File: config.mk
export PLATFORM = sky130hd
export DESIGN_NAME = id_ex_stage_flat
export DESIGN_NICKNAME = d
export VERILOG_FILES = /design/src/rtl/id_ex_stage_pkg.sv /design/src/rtl/id_ex_stage_if.sv /design/src/rtl/id_ex_stage_operand_fwd_mux.sv /design/src/rtl/id_ex_stage.sv /design/src/flat_wrapper.sv
export SDC_FILE = /design/constraint.sdc
export NUM_CORES = 1
export LEC_CHECK = 0
export CAP_MARGIN = 15
export CORE_AREA = 2 2 173 175
export CTS_BUF_LIST = sky130_fd_sc_hd__clkbuf_8
export CTS_CLUSTER_DIAMETER = 100
export CTS_CLUSTER_SIZE = 28
export DETAILED_ROUTE_END_ITERATION = 8
export DIE_AREA = 0 0 175 177
export GPL_TIMING_DRIVEN = 0
export MAX_ROUTING_LAYER = met4
export PLACE_DENSITY = 0.84
export SKIP_CTS_REPAIR_TIMING = 1
export SYNTH_ARGS = -nofsm -noshare
export SYNTH_HDL_FRONTEND = slang
export SYNTH_SLANG_ARGS = --single-unit
File: constraint.sdc
create_clock -name clk -period 3.9 [get_ports clk]
set_input_delay 0.39 -clock clk [delete_from_list [all_inputs] [get_ports clk]]
set_output_delay 0.39 -clock clk [all_outputs]
set_load 0.05 [all_outputs]
File: src/rtl/id_ex_stage_pkg.sv
// Shared ID/EX types: forwarding select codes, stage FSM states and the registered control bundle.
// Pure type/constant package, no logic.
package id_ex_stage_pkg;

    localparam int CTRL_ALU_OP_W = 4;

    typedef enum logic [1:0] {
        FWD_RF  = 2'b00,
        FWD_WB  = 2'b01,
        FWD_MEM = 2'b10
    } fwd_sel_e;

    typedef enum logic {
        ST_RUN  = 1'b0,
        ST_HOLD = 1'b1
    } idex_state_e;

    typedef struct packed {
        logic                     reg_write;
        logic                     mem_read;
        logic                     mem_write;
        logic                     alu_src_imm;
        logic [CTRL_ALU_OP_W-1:0] alu_op;
    } id_ex_ctrl_t;

endpackage

File: src/rtl/id_ex_stage_if.sv
// ID/EX boundary bundle: decoded ID fields in, EX register view and operands out.
// master drives ID/forwarding inputs, slave is the pipeline stage.
interface id_ex_stage_if #(
    parameter int DATA_WIDTH = 32,
    parameter int ALU_OP_W   = 4
);
    logic                  id_valid;
    logic [31:0]           id_pc;
    logic [31:0]           id_instr;
    logic [4:0]            id_rs1_addr;
    logic [4:0]            id_rs2_addr;
    logic [4:0]            id_rd_addr;
    logic                  id_uses_rs1;
    logic                  id_uses_rs2;
    logic [DATA_WIDTH-1:0] id_rs1_data;
    logic [DATA_WIDTH-1:0] id_rs2_data;
    logic [DATA_WIDTH-1:0] id_imm;
    logic                  id_reg_write;
    logic                  id_mem_read;
    logic                  id_mem_write;
    logic                  id_alu_src_imm;
    logic [ALU_OP_W-1:0]   id_alu_op;
    logic                  ex_ready;
    logic                  flush;
    logic [1:0]            forward_a;
    logic [1:0]            forward_b;
    logic [DATA_WIDTH-1:0] mem_fwd_data;
    logic [DATA_WIDTH-1:0] wb_fwd_data;

    logic                  id_stall;
    logic                  ex_valid;
    logic [31:0]           ex_pc;
    logic [31:0]           ex_instr;
    logic [4:0]            ex_rs1_addr;
    logic [4:0]            ex_rs2_addr;
    logic [4:0]            ex_rd_addr;
    logic                  ex_reg_write;
    logic                  ex_mem_read;
    logic                  ex_mem_write;
    logic [ALU_OP_W-1:0]   ex_alu_op;
    logic [DATA_WIDTH-1:0] ex_op_a;
    logic [DATA_WIDTH-1:0] ex_op_b;
    logic [DATA_WIDTH-1:0] ex_store_data;

    modport master (
        output id_valid, id_pc, id_instr, id_rs1_addr, id_rs2_addr, id_rd_addr,
               id_uses_rs1, id_uses_rs2, id_rs1_data, id_rs2_data, id_imm,
               id_reg_write, id_mem_read, id_mem_write, id_alu_src_imm, id_alu_op,
               ex_ready, flush, forward_a, forward_b, mem_fwd_data, wb_fwd_data,
        input  id_stall, ex_valid, ex_pc, ex_instr, ex_rs1_addr, ex_rs2_addr, ex_rd_addr,
               ex_reg_write, ex_mem_read, ex_mem_write, ex_alu_op,
               ex_op_a, ex_op_b, ex_store_data
    );

    modport slave (
        input  id_valid, id_pc, id_instr, id_rs1_addr, id_rs2_addr, id_rd_addr,
               id_uses_rs1, id_uses_rs2, id_rs1_data, id_rs2_data, id_imm,
               id_reg_write, id_mem_read, id_mem_write, id_alu_src_imm, id_alu_op,
               ex_ready, flush, forward_a, forward_b, mem_fwd_data, wb_fwd_data,
        output id_stall, ex_valid, ex_pc, ex_instr, ex_rs1_addr, ex_rs2_addr, ex_rd_addr,
               ex_reg_write, ex_mem_read, ex_mem_write, ex_alu_op,
               ex_op_a, ex_op_b, ex_store_data
    );
endinterface

File: src/rtl/id_ex_stage_operand_fwd_mux.sv
// Operand forwarding select: regfile, MEM or WB value; reserved code 11 falls back to regfile.
// Purely combinational, no backpressure.
module operand_fwd_mux
    import id_ex_stage_pkg::*;
#(
    parameter int DATA_WIDTH = 32
) (
    input  logic [1:0]            fwd,
    input  logic [DATA_WIDTH-1:0] reg_data,
    input  logic [DATA_WIDTH-1:0] mem_data,
    input  logic [DATA_WIDTH-1:0] wb_data,
    output logic [DATA_WIDTH-1:0] operand
);
    always_comb begin
        operand = reg_data;
        case (fwd)
            FWD_MEM: operand = mem_data;
            FWD_WB:  operand = wb_data;
            default: operand = reg_data;
        endcase
    end
endmodule

File: src/rtl/id_ex_stage.sv
// ID/EX register with load-use bubble, flush and EX-stall operand capture; ID->EX in 1 cycle.
// Stalls ID while EX is not ready or on load-use; optional counters under IDEX_PERF_CNT_EN.
module id_ex_stage
    import id_ex_stage_pkg::*;
#(
    parameter int DATA_WIDTH = 32,
    parameter int ALU_OP_W   = 4
) (
    input  logic        clk,
    input  logic        rst,
    id_ex_stage_if.slave bus
`ifdef IDEX_PERF_CNT_EN
    ,
    output logic [31:0] perf_load_stalls,
    output logic [31:0] perf_flush_bubbles
`endif
);
    idex_state_e           state_q;
    logic                  ex_valid_q;
    logic [31:0]           ex_pc_q;
    logic [31:0]           ex_instr_q;
    logic [4:0]            ex_rs1_q;
    logic [4:0]            ex_rs2_q;
    logic [4:0]            ex_rd_q;
    id_ex_ctrl_t           ex_ctrl_q;
    id_ex_ctrl_t           id_ctrl;
    logic [DATA_WIDTH-1:0] ex_rs1_data_q;
    logic [DATA_WIDTH-1:0] ex_rs2_data_q;
    logic [DATA_WIDTH-1:0] ex_imm_q;
    logic [DATA_WIDTH-1:0] cap_a_q;
    logic [DATA_WIDTH-1:0] cap_b_q;
    logic [DATA_WIDTH-1:0] cap_st_q;
    logic [DATA_WIDTH-1:0] fwd_a_val;
    logic [DATA_WIDTH-1:0] fwd_b_val;
    logic [DATA_WIDTH-1:0] op_b_val;
    logic                  luh;
    logic                  load_bubble;
    logic                  load_id;

    assign id_ctrl = '{
        reg_write:   bus.id_reg_write,
        mem_read:    bus.id_mem_read,
        mem_write:   bus.id_mem_write,
        alu_src_imm: bus.id_alu_src_imm,
        alu_op:      CTRL_ALU_OP_W'(bus.id_alu_op)
    };

    assign luh = ex_valid_q && ex_ctrl_q.mem_read && (ex_rd_q != 5'd0) && bus.id_valid &&
                 ((bus.id_uses_rs1 && (bus.id_rs1_addr == ex_rd_q)) ||
                  (bus.id_uses_rs2 && (bus.id_rs2_addr == ex_rd_q)));

    // Flush wins over everything; a load-use bubble only lands when EX actually advances.
    assign load_bubble = bus.flush || (bus.ex_ready && luh);
    assign load_id     = !bus.flush && bus.ex_ready && !luh;

    assign bus.id_stall = !rst && !bus.flush && (!bus.ex_ready || luh);

    operand_fwd_mux #(.DATA_WIDTH(DATA_WIDTH)) u_fwd_a (
        .fwd      (bus.forward_a),
        .reg_data (ex_rs1_data_q),
        .mem_data (bus.mem_fwd_data),
        .wb_data  (bus.wb_fwd_data),
        .operand  (fwd_a_val)
    );

    operand_fwd_mux #(.DATA_WIDTH(DATA_WIDTH)) u_fwd_b (
        .fwd      (bus.forward_b),
        .reg_data (ex_rs2_data_q),
        .mem_data (bus.mem_fwd_data),
        .wb_data  (bus.wb_fwd_data),
        .operand  (fwd_b_val)
    );

    assign op_b_val = ex_ctrl_q.alu_src_imm ? ex_imm_q : fwd_b_val;

    always_ff @(posedge clk) begin
        if (rst) begin
            state_q       <= ST_RUN;
            ex_valid_q    <= 1'b0;
            ex_pc_q       <= '0;
            ex_instr_q    <= '0;
            ex_rs1_q      <= '0;
            ex_rs2_q      <= '0;
            ex_rd_q       <= '0;
            ex_ctrl_q     <= '0;
            ex_rs1_data_q <= '0;
            ex_rs2_data_q <= '0;
            ex_imm_q      <= '0;
            cap_a_q       <= '0;
            cap_b_q       <= '0;
            cap_st_q      <= '0;
        end else begin
            if (bus.flush || bus.ex_ready) begin
                state_q <= ST_RUN;
            end else if (state_q == ST_RUN) begin
                // MEM/WB may retire while EX is stuck, so freeze the operands seen now.
                state_q  <= ST_HOLD;
                cap_a_q  <= fwd_a_val;
                cap_b_q  <= op_b_val;
                cap_st_q <= fwd_b_val;
            end

            if (load_bubble) begin
                ex_valid_q <= 1'b0;
                ex_ctrl_q  <= '0;
                ex_rs1_q   <= '0;
                ex_rs2_q   <= '0;
                ex_rd_q    <= '0;
            end else if (load_id) begin
                ex_valid_q    <= bus.id_valid;
                ex_pc_q       <= bus.id_pc;
                ex_instr_q    <= bus.id_instr;
                ex_rs1_q      <= bus.id_rs1_addr;
                ex_rs2_q      <= bus.id_rs2_addr;
                ex_rd_q       <= bus.id_rd_addr;
                ex_ctrl_q     <= id_ctrl;
                ex_rs1_data_q <= bus.id_rs1_data;
                ex_rs2_data_q <= bus.id_rs2_data;
                ex_imm_q      <= bus.id_imm;
            end
        end
    end

    assign bus.ex_valid      = ex_valid_q;
    assign bus.ex_pc         = ex_pc_q;
    assign bus.ex_instr      = ex_instr_q;
    assign bus.ex_rs1_addr   = ex_rs1_q;
    assign bus.ex_rs2_addr   = ex_rs2_q;
    assign bus.ex_rd_addr    = ex_rd_q;
    assign bus.ex_reg_write  = ex_valid_q && ex_ctrl_q.reg_write;
    assign bus.ex_mem_read   = ex_valid_q && ex_ctrl_q.mem_read;
    assign bus.ex_mem_write  = ex_valid_q && ex_ctrl_q.mem_write;
    assign bus.ex_alu_op     = ALU_OP_W'(ex_ctrl_q.alu_op);
    assign bus.ex_op_a       = (state_q == ST_HOLD) ? cap_a_q  : fwd_a_val;
    assign bus.ex_op_b       = (state_q == ST_HOLD) ? cap_b_q  : op_b_val;
    assign bus.ex_store_data = (state_q == ST_HOLD) ? cap_st_q : fwd_b_val;

`ifdef IDEX_PERF_CNT_EN
    always_ff @(posedge clk) begin
        if (rst) begin
            perf_load_stalls   <= '0;
            perf_flush_bubbles <= '0;
        end else begin
            if (!bus.flush && bus.ex_ready && luh && (perf_load_stalls != '1)) begin
                perf_load_stalls <= perf_load_stalls + 32'd1;
            end
            if (bus.flush && (ex_valid_q || bus.id_valid) && (perf_flush_bubbles != '1)) begin
                perf_flush_bubbles <= perf_flush_bubbles + 32'd1;
            end
        end
    end
`endif

endmodule

File: src/flat_wrapper.sv
// flat-port wrapper written by rule: the top's interface ports become plain ports
module id_ex_stage_flat import id_ex_stage_pkg::*;
#(
    parameter int DATA_WIDTH = 32,
    parameter int ALU_OP_W   = 4
)
  (clk, rst, bus_id_valid, bus_id_pc, bus_id_instr, bus_id_rs1_addr, bus_id_rs2_addr, bus_id_rd_addr, bus_id_uses_rs1, bus_id_uses_rs2, bus_id_rs1_data, bus_id_rs2_data, bus_id_imm, bus_id_reg_write, bus_id_mem_read, bus_id_mem_write, bus_id_alu_src_imm, bus_id_alu_op, bus_ex_ready, bus_flush, bus_forward_a, bus_forward_b, bus_mem_fwd_data, bus_wb_fwd_data, bus_id_stall, bus_ex_valid, bus_ex_pc, bus_ex_instr, bus_ex_rs1_addr, bus_ex_rs2_addr, bus_ex_rd_addr, bus_ex_reg_write, bus_ex_mem_read, bus_ex_mem_write, bus_ex_alu_op, bus_ex_op_a, bus_ex_op_b, bus_ex_store_data);
  id_ex_stage_if #(.DATA_WIDTH(DATA_WIDTH), .ALU_OP_W(ALU_OP_W)) bus_i ();
  input  logic clk;
  input  logic rst;
  input wire logic [$bits(bus_i.id_valid)-1:0] bus_id_valid;
  input wire logic [$bits(bus_i.id_pc)-1:0] bus_id_pc;
  input wire logic [$bits(bus_i.id_instr)-1:0] bus_id_instr;
  input wire logic [$bits(bus_i.id_rs1_addr)-1:0] bus_id_rs1_addr;
  input wire logic [$bits(bus_i.id_rs2_addr)-1:0] bus_id_rs2_addr;
  input wire logic [$bits(bus_i.id_rd_addr)-1:0] bus_id_rd_addr;
  input wire logic [$bits(bus_i.id_uses_rs1)-1:0] bus_id_uses_rs1;
  input wire logic [$bits(bus_i.id_uses_rs2)-1:0] bus_id_uses_rs2;
  input wire logic [$bits(bus_i.id_rs1_data)-1:0] bus_id_rs1_data;
  input wire logic [$bits(bus_i.id_rs2_data)-1:0] bus_id_rs2_data;
  input wire logic [$bits(bus_i.id_imm)-1:0] bus_id_imm;
  input wire logic [$bits(bus_i.id_reg_write)-1:0] bus_id_reg_write;
  input wire logic [$bits(bus_i.id_mem_read)-1:0] bus_id_mem_read;
  input wire logic [$bits(bus_i.id_mem_write)-1:0] bus_id_mem_write;
  input wire logic [$bits(bus_i.id_alu_src_imm)-1:0] bus_id_alu_src_imm;
  input wire logic [$bits(bus_i.id_alu_op)-1:0] bus_id_alu_op;
  input wire logic [$bits(bus_i.ex_ready)-1:0] bus_ex_ready;
  input wire logic [$bits(bus_i.flush)-1:0] bus_flush;
  input wire logic [$bits(bus_i.forward_a)-1:0] bus_forward_a;
  input wire logic [$bits(bus_i.forward_b)-1:0] bus_forward_b;
  input wire logic [$bits(bus_i.mem_fwd_data)-1:0] bus_mem_fwd_data;
  input wire logic [$bits(bus_i.wb_fwd_data)-1:0] bus_wb_fwd_data;
  output wire logic [$bits(bus_i.id_stall)-1:0] bus_id_stall;
  output wire logic [$bits(bus_i.ex_valid)-1:0] bus_ex_valid;
  output wire logic [$bits(bus_i.ex_pc)-1:0] bus_ex_pc;
  output wire logic [$bits(bus_i.ex_instr)-1:0] bus_ex_instr;
  output wire logic [$bits(bus_i.ex_rs1_addr)-1:0] bus_ex_rs1_addr;
  output wire logic [$bits(bus_i.ex_rs2_addr)-1:0] bus_ex_rs2_addr;
  output wire logic [$bits(bus_i.ex_rd_addr)-1:0] bus_ex_rd_addr;
  output wire logic [$bits(bus_i.ex_reg_write)-1:0] bus_ex_reg_write;
  output wire logic [$bits(bus_i.ex_mem_read)-1:0] bus_ex_mem_read;
  output wire logic [$bits(bus_i.ex_mem_write)-1:0] bus_ex_mem_write;
  output wire logic [$bits(bus_i.ex_alu_op)-1:0] bus_ex_alu_op;
  output wire logic [$bits(bus_i.ex_op_a)-1:0] bus_ex_op_a;
  output wire logic [$bits(bus_i.ex_op_b)-1:0] bus_ex_op_b;
  output wire logic [$bits(bus_i.ex_store_data)-1:0] bus_ex_store_data;
  assign bus_i.id_valid = bus_id_valid;
  assign bus_i.id_pc = bus_id_pc;
  assign bus_i.id_instr = bus_id_instr;
  assign bus_i.id_rs1_addr = bus_id_rs1_addr;
  assign bus_i.id_rs2_addr = bus_id_rs2_addr;
  assign bus_i.id_rd_addr = bus_id_rd_addr;
  assign bus_i.id_uses_rs1 = bus_id_uses_rs1;
  assign bus_i.id_uses_rs2 = bus_id_uses_rs2;
  assign bus_i.id_rs1_data = bus_id_rs1_data;
  assign bus_i.id_rs2_data = bus_id_rs2_data;
  assign bus_i.id_imm = bus_id_imm;
  assign bus_i.id_reg_write = bus_id_reg_write;
  assign bus_i.id_mem_read = bus_id_mem_read;
  assign bus_i.id_mem_write = bus_id_mem_write;
  assign bus_i.id_alu_src_imm = bus_id_alu_src_imm;
  assign bus_i.id_alu_op = bus_id_alu_op;
  assign bus_i.ex_ready = bus_ex_ready;
  assign bus_i.flush = bus_flush;
  assign bus_i.forward_a = bus_forward_a;
  assign bus_i.forward_b = bus_forward_b;
  assign bus_i.mem_fwd_data = bus_mem_fwd_data;
  assign bus_i.wb_fwd_data = bus_wb_fwd_data;
  assign bus_id_stall = bus_i.id_stall;
  assign bus_ex_valid = bus_i.ex_valid;
  assign bus_ex_pc = bus_i.ex_pc;
  assign bus_ex_instr = bus_i.ex_instr;
  assign bus_ex_rs1_addr = bus_i.ex_rs1_addr;
  assign bus_ex_rs2_addr = bus_i.ex_rs2_addr;
  assign bus_ex_rd_addr = bus_i.ex_rd_addr;
  assign bus_ex_reg_write = bus_i.ex_reg_write;
  assign bus_ex_mem_read = bus_i.ex_mem_read;
  assign bus_ex_mem_write = bus_i.ex_mem_write;
  assign bus_ex_alu_op = bus_i.ex_alu_op;
  assign bus_ex_op_a = bus_i.ex_op_a;
  assign bus_ex_op_b = bus_i.ex_op_b;
  assign bus_ex_store_data = bus_i.ex_store_data;
  id_ex_stage #(.DATA_WIDTH(DATA_WIDTH), .ALU_OP_W(ALU_OP_W)) u_core (.clk(clk), .rst(rst), .bus(bus_i));
endmodule
=== Word-level counts from Yosys, hierarchy flattened ===
Index checks and enable logic that the tools add are counted.

* Equality and inequality tests: 6
* Mux-type cells: 7
* Bitwise logic cells: 1
* Reductions and logical operators: 24

{| class="wikitable"
|+ Operators by type and width
! operator !! number
|-
| 32-bit 2-to-1 mux || 4
|-
| 32-bit case mux with 2 select lines || 2
|-
| 1-bit logical AND || 13
|-
| 5-bit == test || 2
|-
| 5-bit nonzero test || 1
|-
| 2-bit by 1-bit == test with 1-bit output (second input constant) || 2
|-
| 2-bit == test (second input constant) || 2
|-
| 1-bit logical NOT || 4
|-
| 1-bit logical OR || 4
|-
| 2-bit AND reduction || 1
|-
| 2-bit OR reduction || 1
|-
| 1-bit 2-to-1 mux || 1
|-
| 1-bit NOT || 1
|}

* Flip-flop bits (word level): 281
* Input bits: 258
* Output and inout port bits: 184
* Logic and storage cells: 56

=== Longest topological paths before layout ===
Gate-level depths: netlist of run 1.

* Depth in word-level cells: 8
* Depth in mapped cells: 9

=== Hierarchy ===
From an unflattened synthesis of run 1, not the netlist that was laid out.

* Cells, all modules: 1684
* Area total of the unflattened synthesis: 14430.1 um^2

{| class="wikitable"
|+ By module, submodules not included
! module !! times used !! cells each !! area each (um^2)
|-
| id_ex_stage || 1 || 1458 || 13156.4
|-
| operand_fwd_mux || 2 || 113 || 636.9
|}

=== Least setup slack after synthesis of run 1 ===
Ideal clock, no wire load.

* Kind: input port to output port
* Start: in bus_forward_a[0]
* End: out bus_ex_op_a[0]
* Arrival: 2505 ps
* Setup slack: 1005 ps
* Stages: 6
* Buffers on the path: 2
* Path through: inv_1 ha_1 clkbuf_1 clkbuf_1 a221oi_1 o31ai_1

* Word-level cells in the longest chain between the ends: 3

{| class="wikitable"
|+ Ends and longest elaborated chain
! what !! RTL line !! text
|-
| start: declaration || flat_wrapper.sv:29 || <nowiki>input wire logic [$bits(bus_i.forward_a)-1:0] bus_forward_a;</nowiki>
|-
| 2-bit by 1-bit == test with 1-bit output / 2-bit == test (equally long branches) || id_ex_stage_operand_fwd_mux.sv:16 || <nowiki>case (fwd)</nowiki>
|-
| 32-bit case mux with 2 select lines (*) || id_ex_stage_operand_fwd_mux.sv:16 ||
|-
| 32-bit 2-to-1 mux (*) || id_ex_stage.sv:134 || <nowiki>assign bus.ex_op_a = (state_q == ST_HOLD) ? cap_a_q : fwd_a_val;</nowiki>
|-
| end: declaration || flat_wrapper.sv:44 || <nowiki>output wire logic [$bits(bus_i.ex_op_a)-1:0] bus_ex_op_a;</nowiki>
|}

Mark *: on every way between the ends. The rest lies on a longest branch, timed or not.

=== Final worst setup path of run 1 ===
* Start: in bus_forward_b[0]
* End: out bus_ex_store_data[7]

* Word-level cells in the longest chain between the ends: 3

{| class="wikitable"
|+ Ends and longest elaborated chain
! what !! RTL line !! text
|-
| start: declaration || flat_wrapper.sv:30 || <nowiki>input wire logic [$bits(bus_i.forward_b)-1:0] bus_forward_b;</nowiki>
|-
| 2-bit by 1-bit == test with 1-bit output / 2-bit == test (equally long branches) || id_ex_stage_operand_fwd_mux.sv:16 ||
|-
| 32-bit case mux with 2 select lines (*) || id_ex_stage_operand_fwd_mux.sv:16 ||
|-
| 32-bit 2-to-1 mux (*) || id_ex_stage.sv:136 || <nowiki>assign bus.ex_store_data = (state_q == ST_HOLD) ? cap_st_q : fwd_b_val;</nowiki>
|-
| end: declaration || flat_wrapper.sv:46 || <nowiki>output wire logic [$bits(bus_i.ex_store_data)-1:0] bus_ex_store_data;</nowiki>
|}

Marked as above.

==> summary.txt, run 1 <==
Yosys
  – Compound-cell area share of the yosys netlist: ~14%
  – Asr flop ratio synth: 0%
  – Syn_nets: around 1900
  – Post-Synth Simple-Gate Area: 24.9%
  – Yosys warns: 0
  – Register area share after synthesis: 39.2%
  – Largest cells by area after synthesis: dfxtp_1 (39%), nand2b_1 (14%), mux2i_1 (13%), nor2_1 (3.5%), nand2_1 (3.4%)
  – Gate Count Post-Synth: between 1500 and 2000
  – Largest family of logic cells by synthesized area: simple AND/OR/NAND/NOR gates
  – Post-synthesis mux area share: between 10% and 20%
  – Distinct cell type count after synthesis: 33
  – Synth Flop Type: dfxtp_1
  – Adder-Cell Fraction of Synth Area: 0.349%
  – Avg Inst Size Synth: ~8.6 um2
  – Synth area leader: dfxtp_1
  – Number of flops mapped to enable cells by yosys: 0
  – Mapped Area: ~0.014 mm2
  – Post-Synth XOR/XNOR Area: less than 1%
  – Synth Register Bits: 281
  – Yosys top cell area share: about two fifths

Routing
  – Total vias in the final route: 14200
  – Via density: roughly 5.6
  – DRC errors left: 0
  – WL final: approximately 54000 um
  – Drt wl/cell: between 20 and 25 um
  – Final ANT Viol Nets: 0
  – Drt pass-1 iters: 8
  – DRT iter0 DRCs: around 1100

Final layout
  – Nets: roughly 2400
  – Final core occ: roughly two thirds
  – Most frequent cells in the layout: clkdlybuf4s50_1 (377), nand2b_1 (320), dfxtp_1 (280), mux2i_1 (184), nor2_1 (133)
  – Post-route insts no fill: between 2000 and 3000
  – Commonest non-fill, non-tap cell in the layout: clkdlybuf4s50_1
  – Fill cell count: 2440
  – Layout area overhead: 37.5%
  – Design Area, Final: around 0.02 mm2
  – Share of layout cells above drive strength 1: between 3 and 4%

STA
  – Final setup viols: 1
  – Measured slew at the worst slew-check pin: roughly 1100 ps
  – Fmax: 0.255 GHz
  – Final WS setup: -19.2 ps
  – Slew HR: ~26%
  – Final hold violations: 0
  – Clock skew: 45.7 ps
  – Part of the cycle the worst path needs: 100%
  – Fin Setup TNS: -19.2 ps
  – Final Critical Period: just under 4000 ps
  – Max-slew violations: 0
  – RSZ-0062 raised after global routing: no

CTS
  – Num Clock Sinks: about 280
  – CTS H-tree depth: 1
  – Clk_lat worst skew: 580 ps
  – Clock-pin slew on the worst setup and hold paths: 180 ps
  – TritonCTS Buffers: 14
  – CTS tree: done
  – Clock Root Buffer: clkbuf_8
  – Clock Tree Buf Depth: 3

Pwr
  – Power after layout: around 6.8 mW
  – Lkg Pwr: around 7.8 nW
  – Pwr/cell area: 347 mW/mm2
  – Worst vdd ir: around 320 uV

Setup path
  – Worst Setup Path Type: input port to primary output
  – Worst setup SP type: input port
  – Worst EP arrival: roughly 3500 ps
  – Reg2reg start: u_core.bus.ex_rd_addr[2]$_SDFFE_PP0P_
  – Maximum fanout along the worst path: 10
  – Crit path required time: 3510 ps
  – Setup crit start: bus_forward_b[0]
  – CP Capture Type: primary output

Status
  – Violated checks: setup timing
  – Run status: finished, violations left

Die
  – Top Ports: 442
  – Core Area: between 0.02 and 0.03 mm2
  – Chip width: between 150 and 200 um
  – Cell Rows: 63
  – Full die area: between 0.03 and 0.04 mm2
  – Die Ht: about 180 um
  – Initial core utilization: 49.0%

Run
  – Max Cap Viol: 0

Global routing
  – Initial antenna violation count: 15
  – Largest net degree at the start of global routing: 29
  – GR Util All Layers: ~34%
  – Number of global-route vias before repair: roughly 14000
  – First-pass GRT wire length: ~80000 um
  – Overflow left after global routing: 0

Placement
  – Post-DP Area: slightly below 0.02 mm2
  – IO buf count: approximately 440
  – Final HPWL DP: ~43000 um
  – Post-Place Cells: between 2000 and 3000
  – RD Place Congestion: around 0.94

Worst hold path
  – Hold Crit Start: bus_id_pc[0]
  – Worst hold path type: input port to flop
## worst max-delay path, stage by stage
cell and delay [ps]:
clkdlybuf4s50_1 530, inv_1 60, ha_1 270, clkbuf_1 340
clkbuf_1 430, a221o_1 200, o21ai_1 140, o21ai_1 290
clkdlybuf4s50_1 880
## cell usage after synthesis, types with 5 or more instances
master / count
a21oi_1: 32
a221o_1: 32
a221oi_1: 32
and2_1: 5
buf_1: 6
buf_2: 6
buf_6: 18
clkbuf_1: 126
dfxtp_1: 281
inv_1: 5
mux2_1: 7
mux2_2: 25
mux2i_1: 184
nand2_1: 129
nand2b_1: 320
nor2_1: 133
nor2b_1: 32
nor3_1: 65
o211ai_1: 48
o21ai_0: 37
o21ai_1: 92
o31ai_1: 32
xor2_1: 8
## report_power, final
part | switching (mW) | leakage, nW | internal, mW | total [mW]
combinational | 1.43 | 5.35 | 0.901 | 2.33
clock | 0.964 | 0.143 | 0.438 | 1.40
sequential | 0.0882 | 2.30 | 3.03 | 3.11
## registers in the layout, indices dropped and copies added, names as in the netlist
register and count:
u_core.bus.ex_alu_op 4, u_core.bus.ex_instr 32, u_core.bus.ex_pc 32, u_core.bus.ex_rd_addr 5, u_core.bus.ex_rs1_addr 5, u_core.bus.ex_rs2_addr 5, u_core.bus.ex_valid 1, u_core.cap_a_q 32
u_core.cap_b_q 32, u_core.cap_st_q 32, u_core.ex_ctrl_q 4, u_core.ex_imm_q 32, u_core.ex_rs1_data_q 32, u_core.ex_rs2_data_q 32, u_core.state_q 1
## per-layer routing
| layer | wire (um) | global-route usage [%] | share of wire [%] |
|---|---|---|---|
| met2 | 25900 | 58.1 | 48 |
| met4 | 3220 | 17.9 | 6.0 |
| met5 | 0 | - | 0 |
| met3 | 4020 | 6.21 | 7.4 |
| met1 | 20900 | 39.0 | 39 |
## worst paths after layout
| check | to | slack (ps) | depth (start not counted) |
|---|---|---|---|
| worst min register to register | u_core.bus.ex_instr[1]$_SDFFE_PP0P_ | 480 | 2 |
| worst min-delay path | u_core.bus.ex_pc[0]$_SDFFE_PP0P_ | 350 | 3 |
| worst max-delay path | bus_ex_store_data[7] | -20 | 9 |
| worst max register to register | u_core.bus.ex_alu_op[0]$_SDFFE_PP0P_ | 1520 | 7 |
## kinds of logic after synthesis
kind of cell	after synthesis
AND/OR/NAND/NOR	689
adder cells (fa/ha/maj)	4
XOR/XNOR	10
flip-flops	281
buffers and inverters	166
AO/OA/AOI/OAI	307
multiplexers	216
## area by class of cell
| class | instances | area (um2) | share of cell area (%) |
|---|---|---|---|
| timing repair buffer | 441 | 4570 | 23.2 |
| clock buffer | 15 | 206 | 1.05 |
| buffer | 159 | 758 | 3.84 |
| multi-input combinational | 1226 | 7940 | 40.3 |
| tap | 390 | 488 | 2.47 |
| sequential | 281 | 5630 | 28.5 |
| inverter | 6 | 22.5 | 0.114 |
| antenna | 15 | 37.5 | 0.190 |
| clock inverter | 6 | 65.1 | 0.330 |
## stage by stage
stage	setup slack [ps]	hold slack (ps)
after global routing	1.16	350
after global placement	-176	456
final	-19.2	348
after floorplan	1000	446
after CTS	-315	353
after detailed placement	-168	458
(Power assumes the default switching activity.)
==> run 2, diff against run 1 <==
Settings changed: SLEW_MARGIN from default to 10, SYNTH_HIERARCHICAL from default to 1.
==> summary.txt, run 2 <==
Status
  – Run status: complete, no violations

Yosys
  – Post-synthesis mux area share: 18.3% (+3.0 points)
  – Synth Flop Type: dfxtp_1
  – Asr flop ratio synth: 0% (unchanged)
  – Adder-Cell Fraction of Synth Area: 0.347% (-0.0021 points)
  – Mapped Area: 0.0144 mm2 (+0.60%)
  – Post-Synth XOR/XNOR Area: 0.607% (-0.0037 points)
  – Register area share after synthesis: 39.0% (-0.23 points)
  – Distinct cell type count after synthesis: 30 (-9.1%)
  – Gate Count Post-Synth: 1684 (+0.66%)
  – Compound-cell area share of the yosys netlist: 10.7% (-3.4 points)
  – Yosys warns: 6 (+6)
  – Yosys top cell area share: 39.0% (-0.23 points)
  – Syn_nets: 1946 (+0.57%)
  – Avg Inst Size Synth: 8.57 um2 (about the same)
  – Synth area leader: dfxtp_1
  – Most frequent cells after synthesis: nand2b_1 (320), dfxtp_1 (281), mux2i_1 (192), nand2_1 (160), nor2_1 (134)
  – Number of flops mapped to enable cells by yosys: 0 (unchanged)
  – Largest cells by area after synthesis: dfxtp_1 (39%), nand2b_1 (14%), mux2i_1 (13%), mux2_2 (5.0%), nand2_1 (4.2%)
  – Count leader, synth: nand2b_1
  – Post-Synth Simple-Gate Area: 25.2% (+0.28 points)
  – Largest family of logic cells by synthesized area: simple AND/OR/NAND/NOR gates
  – Synth Register Bits: 281 (unchanged)

CTS
  – Clk_lat worst skew: 570 ps (about the same)
  – Clock Tree Buf Depth: 3 (unchanged)
  – CTS H-tree depth: 1 (unchanged)
  – CTS tree: done
  – Clock-pin slew on the worst setup and hold paths: 170 ps (about the same)
  – Clock Root Buffer: clkbuf_8
  – TritonCTS Buffers: 14 (unchanged)
  – Num Clock Sinks: 281 (unchanged)

STA
  – Max-slew violations: 0 (unchanged)
  – Fmax: 0.265 GHz (+4.0%)
  – Fin Setup TNS: 0 ps (+19.2 ps)
  – Final Critical Period: 3770 ps (-151 ps)
  – Final hold violations: 0 (unchanged)
  – Measured slew at the worst slew-check pin: 929 ps (-181 ps)
  – Clock skew: 31.0 ps (-14.7 ps)
  – RSZ-0062 raised after global routing: no
  – Final WS setup: 131 ps (+151 ps)
  – Final setup viols: 0 (-1)
  – Part of the cycle the worst path needs: 96.6% (-3.9 points)
  – Slew HR: 38.0% (+12 points)

Final layout
  – Design Area, Final: 0.0196 mm2 (-0.52%)
  – Commonest non-fill, non-tap cell in the layout: clkdlybuf4s50_1
  – Layout area overhead: 35.9%
  – Share of layout cells above drive strength 1: 6.31% (+2.7 points)
  – Fill cell count: 2385 (-2.3%)
  – Most frequent cells in the layout: clkdlybuf4s50_1 (420), nand2b_1 (320), dfxtp_1 (281), mux2i_1 (192), nand2_1 (160)
  – Nets: 2400 (+0.38%)

Global routing
  – Largest net degree at the start of global routing: 29 (unchanged)
  – First-pass GRT wire length: 74900 um (-6.5%)
  – Number of global-route vias before repair: 13300 (-7.2%)
  – Overflow left after global routing: 0 (unchanged)
  – GR Util All Layers: 31.9% (-2.4 points)
  – Initial antenna violation count: 3 (-12)

Worst hold path
  – Worst hold path type: input port to flop
  – Hold Crit Start: bus_id_rs1_data[15]

Setup path
  – CP Capture Type: primary output
  – Crit-path max cell delay: 870 ps (about the same)
  – Worst Setup Path Type: input port to primary output
  – Worst EP arrival: 3380 ps (-150 ps)
  – Reg2reg start: u_core/bus.ex_rd_addr[1]$_SDFFE_PP0P_
  – Crit-path slowest cell: clkdlybuf4s50_1
  – Worst setup SP type: input port
  – Crit path required time: 3510 ps (about the same)
  – Setup crit start: bus_forward_b[0]
  – Crit-path cells: clkdlybuf4s50_1, inv_1, ha_1, buf_2, buf_2, nand2_1, o21ai_1, mux2i_1, o21ai_0, clkdlybuf4s50_1
  – Maximum fanout along the worst path: 10 (unchanged)

Die
  – Cell Rows: 63 (unchanged)
  – Top Ports: 442 (unchanged)
  – Initial core utilization: 49.3% (+0.30 points)
  – Full die area: 0.0310 mm2 (unchanged)
  – Die Ht: 177 um (unchanged)
  – Chip width: 175 um (unchanged)
  – Core Area: 0.0292 mm2 (unchanged)

Routing
  – Drt pass-1 iters: 5 (-3)
  – WL final: 50100 um (-7.4%)
  – DRT iter0 DRCs: 1250 (+9.2%)
  – DRC errors left: 0 (unchanged)
  – Final ANT Viol Nets: 0 (unchanged)
  – Total vias in the final route: 13700 (-4.2%)
  – Via density: 5.39 (-3.9%)
  – Drt wl/cell: 19.8 um (-7.2%)

Run
  – Max Cap Viol: 0 (unchanged)

Pwr
  – Worst vdd ir: 351 uV (+10%)
  – Pwr/cell area: 325 mW/mm2 (-6.3%)
  – Lkg Pwr: 7.33 nW (-6.0%)
  – Power after layout: 6.38 mW (-6.8%)

Placement
  – IO buf count: 438 (-0.68%)
  – RD Place Congestion: 0.927 (-1.4%)
  – Pre-CTS setup slack: 107 ps (+275 ps)
  – Post-DP Area: 0.0193 mm2 (+0.29%)
  – Final HPWL DP: 39300 um (-7.7%)
## run 2: layer usage
| metal | routed length [um] | up-vias | global-route usage, % |
|---|---|---|---|
| met5 | 0 | - | - |
| met4 | 1920 | 0 | 11.9 |
| met3 | 3850 | 95 | 5.30 |
| met2 | 23200 | 606 | 51.0 |
| met1 | 21100 | 6407 | 40.8 |
| li1 | - | 6545 | - |
## run 2: cell families after synthesis
| kind of cell | count (synthesis) |
|---|---|
| and+or+nand+nor | 711 |
| DFF | 281 |
| muxes | 256 |
| AOI/OAI and AO/OA | 243 |
| buffers and inverters | 179 |
| xor gates and xnor gates | 10 |
| adders and majority gates | 4 |
## run 2: power by group
part           switching, mW  leakage [nW]  internal [mW]  total, mW
logic                   1.13          4.89          0.782       1.92
registers             0.0801          2.30           3.01       3.09
clock network          0.934         0.136          0.436       1.37
total                   2.15          7.33           4.23       6.38
## run 2: path summary, 6_finish.rpt
kind | to | slack (ps) | depth (start not counted)
max | bus_ex_op_b[19] | 130 | 10
min | u_core/ex_rs1_data_q[15]$_SDFFE_PP0P_ | 370 | 3
min reg2reg | u_core/cap_b_q[19]$_SDFFE_PP0P_ | 470 | 2
max reg2reg | u_core/bus.ex_instr[13]$_SDFFE_PP0P_ | 1450 | 8
## run 2: area by class of cell
class	instances	area, um2	area share [%]
Multi-Input combinational cell	1224	7960	40.6
Sequential cell	281	5630	28.7
Timing Repair Buffer	438	4430	22.6
Buffer	151	746	3.80
Tap cell	390	488	2.49
Clock buffer	15	206	1.05
Inverter	28	105	0.536
Clock inverter	3	55.1	0.281
Antenna cell	3	7.51	0.0383
## run 2: through the flow
stage / std cells / utilization (%) / hold WS [ps]
finish: 2533 / 67.1 / 366
global route: 2533 / 67.1 / 350
CTS: 2530 / 66.9 / 338
detailed placement: 2512 / 66.0 / 447
global placement: 2512 / 66.0 / 441
floorplan: 1684 / - / 437
## run 2: worst max-delay path: cells and delay by family
| kind | cells | cell delay, ps |
|---|---|---|
| AOI/OAI and AO/OA | 2 | 540 |
| and+or+nand+nor | 1 | 70 |
| muxes | 1 | 140 |
| buffers and inverters | 5 | 1930 |
| adders and majority gates | 1 | 290 |
